==> src/rtl/ram_port_master_pkg.sv <==
// Shared types and default widths for the RAM port sequencer.
package ram_port_master_pkg;

    localparam int DATA_W_DEF = 32;
    localparam int ADDR_W_DEF = 16;
    localparam int BE_W       = DATA_W_DEF / 8;
    localparam int CNT_W      = 4;

    typedef enum logic [2:0] {
        IDLE,
        SETUP,
        ACCESS,
        HOLD,
        RESP
    } state_t;

endpackage

==> src/rtl/ram_port_master_byte_merge.sv <==
// Byte-lane merge for read-modify-write stores: enabled lanes take new data,
// the rest keep the word read back from the RAM.
module ram_byte_merge #(
    parameter int DATA_W = 32
) (
    input  logic [DATA_W-1:0]   old_data,
    input  logic [DATA_W-1:0]   new_data,
    input  logic [DATA_W/8-1:0] be,
    output logic [DATA_W-1:0]   merged
);

    always_comb begin
        merged = old_data;
        for (int i = 0; i < DATA_W / 8; i++) begin
            if (be[i]) merged[i*8 +: 8] = new_data[i*8 +: 8];
        end
    end

endmodule

==> src/rtl/ram_port_master.sv <==
// Valid/ready to level-sensitive RAM access sequencer, one transaction in flight.
// Optional read-modify-write for partial byte-enable stores: RAM_PORT_MASTER_RMW_EN.
//
//  state  | meaning
//  IDLE   | waiting for a request (req_ready = 1)
//  SETUP  | address driven, RW low
//  ACCESS | RW held for WAIT_CYCLES cycles
//  HOLD   | RW low, address still held
//  RESP   | response offered until rsp_ready
module ram_port_master
    import ram_port_master_pkg::*;
#(
    parameter int DATA_W      = DATA_W_DEF,
    parameter int ADDR_W      = ADDR_W_DEF,
    parameter int WAIT_CYCLES = 1
) (
    input  logic                clk,
    input  logic                rst,
    input  logic                req_valid,
    output logic                req_ready,
    input  logic                req_write,
    input  logic [ADDR_W-1:0]   req_addr,
    input  logic [DATA_W-1:0]   req_wdata,
    input  logic [DATA_W/8-1:0] req_be,
    output logic                rsp_valid,
    input  logic                rsp_ready,
    output logic [DATA_W-1:0]   rsp_rdata,
    output logic                mem_rw,
    output logic [ADDR_W-1:0]   mem_addr,
    output logic [DATA_W-1:0]   mem_wdata,
    input  logic [DATA_W-1:0]   mem_rdata,
    output logic                busy
);

    localparam int NBE = DATA_W / 8;
    localparam logic [CNT_W-1:0] CNT_LOAD = CNT_W'(WAIT_CYCLES - 1);

    if (WAIT_CYCLES < 1 || WAIT_CYCLES > 15) begin : g_bad_wait
        $error("ram_port_master: WAIT_CYCLES must be in 1..15");
    end
    if (DATA_W % 8 != 0) begin : g_bad_width
        $error("ram_port_master: DATA_W must be a multiple of 8");
    end

    state_t           state;
    logic [CNT_W-1:0] wait_cnt;
    logic             is_store;
    logic             do_write;

`ifdef RAM_PORT_MASTER_RMW_EN
    logic             rmw_read;
    logic [NBE-1:0]   be_q;
    logic [DATA_W-1:0] merged;

    // mem_wdata still holds the requested store data during the read phase
    ram_byte_merge #(.DATA_W(DATA_W)) u_merge (
        .old_data (mem_rdata),
        .new_data (mem_wdata),
        .be       (be_q),
        .merged   (merged)
    );
`else
    logic unused_be;
    assign unused_be = ^req_be;
`endif

    always_ff @(posedge clk) begin
        if (rst) begin
            state     <= IDLE;
            wait_cnt  <= '0;
            is_store  <= 1'b0;
            do_write  <= 1'b0;
            req_ready <= 1'b0;
            rsp_valid <= 1'b0;
            rsp_rdata <= '0;
            mem_rw    <= 1'b0;
            mem_addr  <= '0;
            mem_wdata <= '0;
            busy      <= 1'b0;
`ifdef RAM_PORT_MASTER_RMW_EN
            rmw_read  <= 1'b0;
            be_q      <= '0;
`endif
        end else begin
            case (state)
                IDLE: begin
                    if (!req_ready) begin
                        req_ready <= 1'b1;
                    end else if (req_valid) begin
                        is_store  <= req_write;
                        mem_addr  <= req_addr;
                        mem_wdata <= req_wdata;
                        req_ready <= 1'b0;
                        busy      <= 1'b1;
                        state     <= SETUP;
`ifdef RAM_PORT_MASTER_RMW_EN
                        // be == 0 suppresses the write; partial be needs a read first
                        be_q      <= req_be;
                        do_write  <= req_write && (req_be != '0);
                        rmw_read  <= req_write && (req_be != '0) && (req_be != '1);
`else
                        do_write  <= req_write;
`endif
                    end
                end
                SETUP: begin
                    wait_cnt <= CNT_LOAD;
`ifdef RAM_PORT_MASTER_RMW_EN
                    mem_rw   <= do_write && !rmw_read;
`else
                    mem_rw   <= do_write;
`endif
                    state    <= ACCESS;
                end
                ACCESS: begin
                    if (wait_cnt == '0) begin
                        mem_rw    <= 1'b0;
                        rsp_rdata <= is_store ? '0 : mem_rdata;
                        state     <= HOLD;
                    end else begin
                        wait_cnt <= wait_cnt - 1'b1;
                    end
                end
                HOLD: begin
`ifdef RAM_PORT_MASTER_RMW_EN
                    if (rmw_read) begin
                        rmw_read  <= 1'b0;
                        mem_wdata <= merged;
                        wait_cnt  <= CNT_LOAD;
                        mem_rw    <= 1'b1;
                        state     <= ACCESS;
                    end else begin
                        rsp_valid <= 1'b1;
                        state     <= RESP;
                    end
`else
                    rsp_valid <= 1'b1;
                    state     <= RESP;
`endif
                end
                RESP: begin
                    if (rsp_ready) begin
                        rsp_valid <= 1'b0;
                        req_ready <= 1'b1;
                        busy      <= 1'b0;
                        state     <= IDLE;
                    end
                end
                default: state <= IDLE;
            endcase
        end
    end

endmodule

==> config.mk <==
export PLATFORM = sky130hd
export DESIGN_NAME = ram_port_master
export DESIGN_NICKNAME = d
export VERILOG_FILES = /design/src/rtl/ram_port_master_pkg.sv /design/src/rtl/ram_port_master_byte_merge.sv /design/src/rtl/ram_port_master.sv
export SDC_FILE = /design/constraint.sdc
export NUM_CORES = 1
export LEC_CHECK = 0
export ABC_AREA = 1
export CAP_MARGIN = 20
export CORE_ASPECT_RATIO = 1.5
export CORE_MARGIN = 10
export CORE_UTILIZATION = 55
export CTS_BUF_LIST = sky130_fd_sc_hd__clkbuf_8
export CTS_CLUSTER_SIZE = 40
export DETAILED_ROUTE_END_ITERATION = 8
export DONT_BUFFER_PORTS = 1
export PLACE_DENSITY = 0.7
export SKIP_CTS_REPAIR_TIMING = 1
export SLEW_MARGIN = 20
export SYNTH_ARGS = -nofsm -noshare
export SYNTH_HDL_FRONTEND = slang
export SYNTH_SLANG_ARGS = --single-unit
==> constraint.sdc <==
create_clock -name clk -period 1.66 [get_ports clk]
set_input_delay 0.332 -clock clk [delete_from_list [all_inputs] [get_ports clk]]
set_output_delay 0.332 -clock clk [all_outputs]
set_load 0.05 [all_outputs]
---- After elaboration in Yosys (flattened, before gate mapping) ----
Index checks and enable logic that the tools add are counted.
storage, ports and cells
  register bits after elaboration ......... 92
  latch bits .............................. 0
  memory bits (writable) .................. 0
  bits in read-only memories .............. 0
  bits of input ports ..................... 89
  output and inout bits ................... 84
  word-level logic and storage cells ...... 52
  memories ................................ 0
operators by class
  add/subtract/negate cells ............... 1
  $mul .................................... 0
  div/mod/pow operators ................... 0
  $lt $le $gt $ge ......................... 0
  equality and inequality tests ........... 9
  shift-type cells ........................ 0
  muxes and demuxes ....................... 19
  bitwise gates (word level) .............. 0
  reduce and logical (&&, ||, !) cells .... 13
operators with widths
  cell                 count
  $mux 32              1
  $pmux 3 s5           1
  $mux 3               4
  $ne 2x2->1 const B   5
  $reduce_and 2->1     5
  $pmux 1 s2           4
  $pmux 4 s2           1
  $reduce_and 4->1     2
  $mux 1               7
  $eq 3x2->1 const B   2
  $reduce_bool 2->1    3
  $logic_not 4->1      1
  $mux 4               1
  $sub 4x1->4 const B  1
  $eq 3x1->1 const B   1
  $eq 3x3->1 const B   1
  $logic_not 3->1      1
  $reduce_and 3->1     1

---- Logic depth before layout (Yosys ltp) ----
Gate-level depths: netlist of run 1.
  depth in word-level cells ............... 3
  depth in mapped cells ................... 8
  mapped depth without buffers ............ 8

---- Worst setup path after synthesis of run 1 ----
Ideal clock, no wire load.
  path type ............................... register to register
  start point ............................. reg req_ready
  end point ............................... reg mem_wdata[17]
  setup time .............................. 128 ps
  data arrival time ....................... 1287 ps
  data required time ...................... 1532 ps
  path slack .............................. 244 ps
  stages on the path, launching flop included .. 5
  buffers on the path ..................... 1
  period minus slack after synthesis ...... 1416 ps
  cell sequence ........................... dfxtp_1 -> nand4_4 -> buf_2 -> o21ai_0 -> a21oi_1
between the ends
  cells in the longest elaborated chain, start to end .. 1
RTL lines
  item                               line                   source
  from (decl)                        ram_port_master.sv:20  output logic req_ready,
  from (signal assigned)             ram_port_master.sv:73  req_ready <= 1'b0;
  from (signal assigned)             ram_port_master.sv:88  req_ready <= 1'b1;
  from (signal assigned)             ram_port_master.sv:93  req_ready <= 1'b0;
  $reduce_and 3->1 (no source line)  --
  to (signal assigned)               ram_port_master.sv:92  mem_wdata <= req_wdata;
  to (decl)                          ram_port_master.sv:30  output logic [DATA_W-1:0] mem_wdata,
No other way between the ends.
A chain may end at the register's enable or synchronous reset.

---- Worst setup path in the final report of run 1 ----
  start point ............................. reg wait_cnt[0]
  end point ............................... reg wait_cnt[3]
between the ends
  cells in the longest elaborated chain, start to end .. 3
  elaborated cells between the ends (all ways) .. 6
  those cells by class .................... 1 x add/sub; 1 x eq/ne; 2 x mux; 2 x reduce/logical
RTL lines
  item                                            line                                            source
  from (decl)                                     ram_port_master.sv:46                           logic [CNT_W-1:0] wait_cnt;
  from (signal assigned)                          ram_port_master.sv:121                          wait_cnt <= wait_cnt - 1'b1;
  $sub 4x1->4 or $logic_not 4->1 (tied branches)  ram_port_master.sv:121, ram_port_master.sv:116
  $mux 4 or $ne 2x2->1 (tied branches)            --
  $pmux 4 s2 or $reduce_and 2->1 (tied branches)  --
Several ways; a longest one is shown, not always the timed one. The select of a mux whose other input is x is not followed.

==> results.sh, run 1 <==
export IMPL_antenna_cells=0
export IMPL_slowest_delay_ps=350
export IMPL_grt_usage=0.1599
export IMPL_ios=173
export IMPL_layout_min_cycle_time_ps=1489
export IMPL_syn_nets=519
export IMPL_worst_slack_ps=171.2
export IMPL_power_leakage_nw=1.318
export IMPL_synth_area_top_cells="dfxtp_1, a21oi_1, o21ai_0, inv_1, nand3_1"
export IMPL_outcome="finished, final reports clean"
export IMPL_finalNetCount=509
export IMPL_worst_pin_slew_ps=548.2
export IMPL_cts_root_buf="clkbuf_8"
export IMPL_place_ws_ps=177.7
export IMPL_dr_pass1_iters=4
export IMPL_synth_area_um2=3461
export IMPL_synth_cells=429
export IMPL_num_vias=2702
export IMPL_grt_pass1_wl_um=12890
export IMPL_pwr_density_cell_nw_per_um2=2203
export IMPL_worst_ep_arrival_time_ps=1730
export IMPL_crit_required_ps=1900
export IMPL_cp_slowest_cell="dfxtp_1"
export IMPL_rsz0062_at_grt="no"
export IMPL_ys_ff_latch=92
export IMPL_clkLatencyLatePin_ps=350
export IMPL_drc_errors=0
export IMPL_clkSinkCount=92
export IMPL_clock_skew_ps=10.07
export IMPL_max_slew_margin_rel=0.6340
export IMPL_h_tree_depth=3
export IMPL_die_w_um=84.77
export IMPL_timing_fmax_mhz=671.7
export IMPL_dieArea_um2=9931
export IMPL_grt_max_degree=59
export IMPL_drive_gt1_frac=0.06840
export IMPL_ys_types=25
export IMPL_fp_coreArea_um2=6131
export IMPL_totalWireLength_um=8278
export IMPL_hold_viol_final=0
export IMPL_synth_top_area_share=0.5322
export IMPL_seq_area_frac_synth=0.5322
export IMPL_cts_buffers_inserted=9
export IMPL_area_growth_pct=6.544
export IMPL_path_class="reg2reg"
export IMPL_yosys_warnings=0
export IMPL_start_util=0.5645
export IMPL_ir_worst_vdd_mv=1.186
export IMPL_endpoint_kind="register"
export IMPL_overflow=0
export IMPL_portBuffers=0
export IMPL_period_share=0.8969
export IMPL_drv_cap=0
export IMPL_hold_path_class="in2reg"
export IMPL_setup_viol=0
export IMPL_clkSlewWorstSetupHoldPaths_ps=90
export IMPL_hold_ws_ps=44.33
export IMPL_fp_dieH_um=117.2
export IMPL_yosys_area_top_type="dfxtp_1"
export IMPL_viasPerCell=5.426
export IMPL_place_hpwl_um=6150
export IMPL_rows=35
export IMPL_drtIter0Drc=96
export IMPL_cts_tree="yes"
export IMPL_ant_nets=0
export IMPL_wl_per_cell_um=16.62
export IMPL_cp_max_fo=6
export IMPL_antenna_found_initial=0
export IMPL_syn_area_per_cell_um2=8.067
export IMPL_gp_congestion=0.7741
export IMPL_maxSlewViolCount=0
export IMPL_crit_top_cell="nand2_1"
export IMPL_setup_tns_ps=0
export IMPL_startpoint_type="register"
export IMPL_grt_pass1_vias=2643
export IMPL_clk_path_buf_depth=2
export IMPL_cp_cell_sequence="inv_1 -> ha_1 -> nand2_1 -> nand2_1 -> nand2_2 -> nand3_1 -> nand2_1 -> nor2_1"
==> critical path: cells and delay by family, from the launching register on <==
family        cells  cell delay, ps
fa+ha+maj         1             220
buf+inv           1              60
flops             1             350
simple gates      6             740
==> sequential cells by signal, indices dropped and copies added (netlist names) <==
signal,cells
mem_wdata,32
rsp_rdata,32
mem_addr,16
wait_cnt,4
state,3
busy,1
do_write,1
mem_rw,1
req_ready,1
rsp_valid,1
==> cells by family after synthesis <==
logic type | count (synthesis) | share of synthesized area
adders and majority gates | 1 | 0.003615
buffers and inverters | 90 | 0.1139
DFF | 92 | 0.5322
and+or+nand+nor | 104 | 0.1443
AOI/OAI and AO/OA | 142 | 0.2061
==> path summary, 6_finish.rpt <==
kind                    start            end  slack, ps  depth (start not counted)
setup / recovery  wait_cnt[0]    wait_cnt[3]        170                          8
hold reg to reg   wait_cnt[0]    wait_cnt[0]        490                          2
setup reg to reg  wait_cnt[0]    wait_cnt[3]        170                          8
hold / removal            rst  rsp_rdata[29]         40                          1
==> cell usage after synthesis (all sizes together) <==
| library cell | count |
|---|---|
| clkinv | 1 |
| nand2 | 51 |
| nand3 | 38 |
| dfxtp | 92 |
| inv | 61 |
| ha | 1 |
| buf | 17 |
| o21a | 1 |
| clkbuf | 11 |
| nand4 | 3 |
| o21ai | 52 |
| a21oi | 89 |
| nor2 | 10 |
| nor3 | 2 |
==> metal layers <==
metal | GRT usage | wire, um | up-vias
li1 | - | - | 1377
met1 | 0.1556 | 3000 | 1203
met2 | 0.2640 | 3977 | 117
met3 | 0.1143 | 1234 | 5
met4 | 0.04956 | 65 | 0
met5 | 0 | 0 | -
==> per-stage QoR <==
step	std cells	area, um2	util	total power (W)
4_1_cts	498	3687	0.6014	0.008213
2_1_floorplan	429	3461	-	0.006358
3_3_place_gp	482	3495	0.5700	0.006700
6_report	498	3687	0.6014	0.008124
5_1_grt	498	3687	0.6014	0.008630
3_5_place_dp	482	3495	0.5700	0.006775
==> power by group <==
group,switching (W),internal (W)
Clock,0.000755,0.000691
Combinational,0.00107,0.000636
Sequential,0.00219,0.00279
==> placed cells by master (no fill, tap or decap), drive strengths merged, types with 3 or more instances in the layout <==
cell type  instances
nand4              3
nor2              10
inv               64
dfxtp             92
nand3             38
nand2             51
clkinvlp           3
a21oi             89
buf                7
clkbuf             9
o21ai             52
==> area by class of cell <==
class / instances / area (um2)
sequential: 92 / 1842
fill: 575 / 2444
timing repair buffer: 7 / 102.6
tap: 74 / 92.59
multi-input combinational: 247 / 1225
clock buffer: 9 / 123.9
clock inverter: 7 / 68.82
inverter: 62 / 232.7
Power figures use the tool's default switching activity.
==> inputs of run 2 (changes only) <==
CORE_UTILIZATION = 50   (was 55)
GPL_TIMING_DRIVEN = 0   (was not set)
PLACE_DENSITY = not set   (was 0.7)
==> run 2 against run 1 <==
Combinational power about the same. Wire length is 8.1% higher. Die area grew 7.9%. Global-route usage increased by 0.48 points. Fmax rose by 1.2%. Power shrank 1.3%. Clock power shrank 12%. Via count increased by 2.6%. Design area rose by 0.98%. Non-clock buffer count grew 21. Largest power group unchanged. Highest routed layer unchanged.
==> results.sh, run 2 (same netlist as run 1, synthesis figures left out) <==
export IMPL_dieArea_um2=10720
export IMPL_pwr_density_cell_nw_per_um2=2153
export IMPL_rsz0062_at_grt="no"
export IMPL_drc_errors=0
export IMPL_path_buf_inv=1
export IMPL_timing_fmax_mhz=679.8
export IMPL_drtIter0Drc=97
export IMPL_rows=37
export IMPL_cp_cell_sequence="inv_1 -> ha_1 -> nand2_1 -> nand2_1 -> nand2_2 -> nand3_1 -> nand2_1 -> nor2_1"
export IMPL_holdCritStartpoint="mem_rdata[5]"
export IMPL_setup_viol=0
export IMPL_max_slew_margin_rel=0.6328
export IMPL_hold_ws_ps=123.6
export IMPL_cts_tree="yes"
export IMPL_post_route_util=0.5472
export IMPL_reg_top3="mem_wdata: 32 flops, rsp_rdata: 32 flops, mem_addr: 16 flops"
export IMPL_cts_buffers_inserted=9
export IMPL_layout_commonest_cell="dfxtp_1"
export IMPL_intPower_w=0.003997
export IMPL_grt_usage=0.1647
export IMPL_antenna_found_initial=0
export IMPL_p_seq_frac=0.626
export IMPL_grt_pass1_wl_um=13880
export IMPL_overflow=0
export IMPL_r2r_start="wait_cnt[0]"
export IMPL_ir_worst_vdd_mv=0.9592
export IMPL_start_util=0.5085
export IMPL_finalNetCount=530
export IMPL_worst_slack_ps=188.9
export IMPL_worst_pin_slew_ps=550.0
export IMPL_crit_top_cell="nand2_1"
export IMPL_die_w_um=87.93
export IMPL_drv_cap=0
export IMPL_place_ws_ps=9.517
export IMPL_regToRegSetupSlack_ps=190
export IMPL_path_class="reg2reg"
export IMPL_grt_max_degree=14
export IMPL_worst_ep_arrival_time_ps=1720
export IMPL_power_leakage_nw=1.346
export IMPL_place_hpwl_um=6985
export IMPL_portBuffers=0
export IMPL_hold_viol_final=0
export IMPL_clkSinkCount=92
export IMPL_period_share=0.8862
export IMPL_clock_skew_ps=7.926
export IMPL_outcome="finished, final reports clean"
export IMPL_grt_use_met2=0.2687
export IMPL_swShare=0.5015
export IMPL_antenna_cells=0
export IMPL_cp_slowest_cell="dfxtp_1"
export IMPL_switchingPower_w=0.004021
export IMPL_crit_required_ps=1910
export IMPL_hold_end="rsp_rdata[5]"
export IMPL_grtUsageMet3=0.08083
export IMPL_p_comb_frac=0.214
export IMPL_num_vias=2771
export IMPL_drive_gt1_frac=0.07865
export IMPL_clkLatencyLatePin_ps=360
export IMPL_totalWireLength_um=8947
export IMPL_cpLargestDelayFamily="simple AND/OR/NAND/NOR gates"
export IMPL_use_met1=0.1669
export IMPL_cts_root_buf="clkbuf_8"
export IMPL_grt_pass1_vias=2707
export IMPL_final_cell_mix="dfxtp_1, a21oi_1, inv_1, nand2_1, o21ai_0"
export IMPL_slowest_delay_ps=360
export IMPL_holdPathStages=2
export IMPL_clock_power_share=0.159
export IMPL_area_growth_pct=7.592
export IMPL_r2r_end="wait_cnt[3]"
export IMPL_ios=173
export IMPL_h_tree_depth=3
export IMPL_cp_max_fo=6
export IMPL_endpoint_kind="register"
export IMPL_ant_nets=0
export IMPL_total_power_w=0.008018
export IMPL_hold_path_class="in2reg"
export IMPL_fp_coreArea_um2=6805
export IMPL_wl_per_cell_um=17.11
export IMPL_maxSlewViolCount=0
export IMPL_fp_dieH_um=121.9
export IMPL_setup_tns_ps=0
export IMPL_clkSlewWorstSetupHoldPaths_ps=80
export IMPL_gp_congestion=0.8098
export IMPL_clk_path_buf_depth=2
export IMPL_viasPerCell=5.298
export IMPL_busiest_layer="met2"
export IMPL_worstRegToRegCells=8
export IMPL_layout_min_cycle_time_ps=1471
export IMPL_dr_pass1_iters=6
export IMPL_startpoint_type="register"
-- run 2: cell types whose count changed in the layout (fill, tap and decap cells not counted), sizes merged --
cell / change
clkbuf: +12
inv: +2
buf: +10
bufinv: -1
clkinvlp: -2
-- run 2: power groups by stage --
stage               combinational, W  clock, W  sequential [W]
floorplan                    0.00144         0         0.00492
global placement             0.00170         0         0.00510
detailed placement           0.00175         0         0.00510
CTS                          0.00175   0.00133         0.00505
global route                 0.00201   0.00141         0.00511
finish                       0.00172   0.00128         0.00502
-- run 2: how the worst max path moves through the flow --
stage	start	to	slack [ps]	cells after the start
2_1_floorplan	req_ready	mem_wdata[17]	240	4
3_3_place_gp	req_ready	req_ready	20	6
3_5_place_dp	req_ready	mem_wdata[10]	10	4
4_1_cts	req_ready	req_ready	0.4	6
5_1_grt	wait_cnt[0]	wait_cnt[3]	20	8
6_report	wait_cnt[0]	wait_cnt[3]	190	8
-- run 2: cell type report --
| cell class | instances | area, um2 |
|---|---|---|
| fill | 678 | 3082 |
| sequential | 92 | 1843 |
| multi-input combinational | 247 | 1225 |
| inverter | 62 | 232.7 |
| buffer | 28 | 161.4 |
| clock buffer | 10 | 137.6 |
| tap | 78 | 97.59 |
| clock inverter | 6 | 26.28 |
-- run 2: per-stage QoR --
stage / area (um2) / instances
4_1_cts: 3722 / 523
5_1_grt: 3724 / 523
2_1_floorplan: 3461 / 429
3_3_place_gp: 3558 / 507
6_report: 3724 / 523
3_5_place_dp: 3558 / 507
-- run 2: routing by layer --
layer	wire, um	up-vias
met5	0	-
met4	201	0
met3	1175	13
met2	4498	118
met1	3072	1219
li1	-	1421
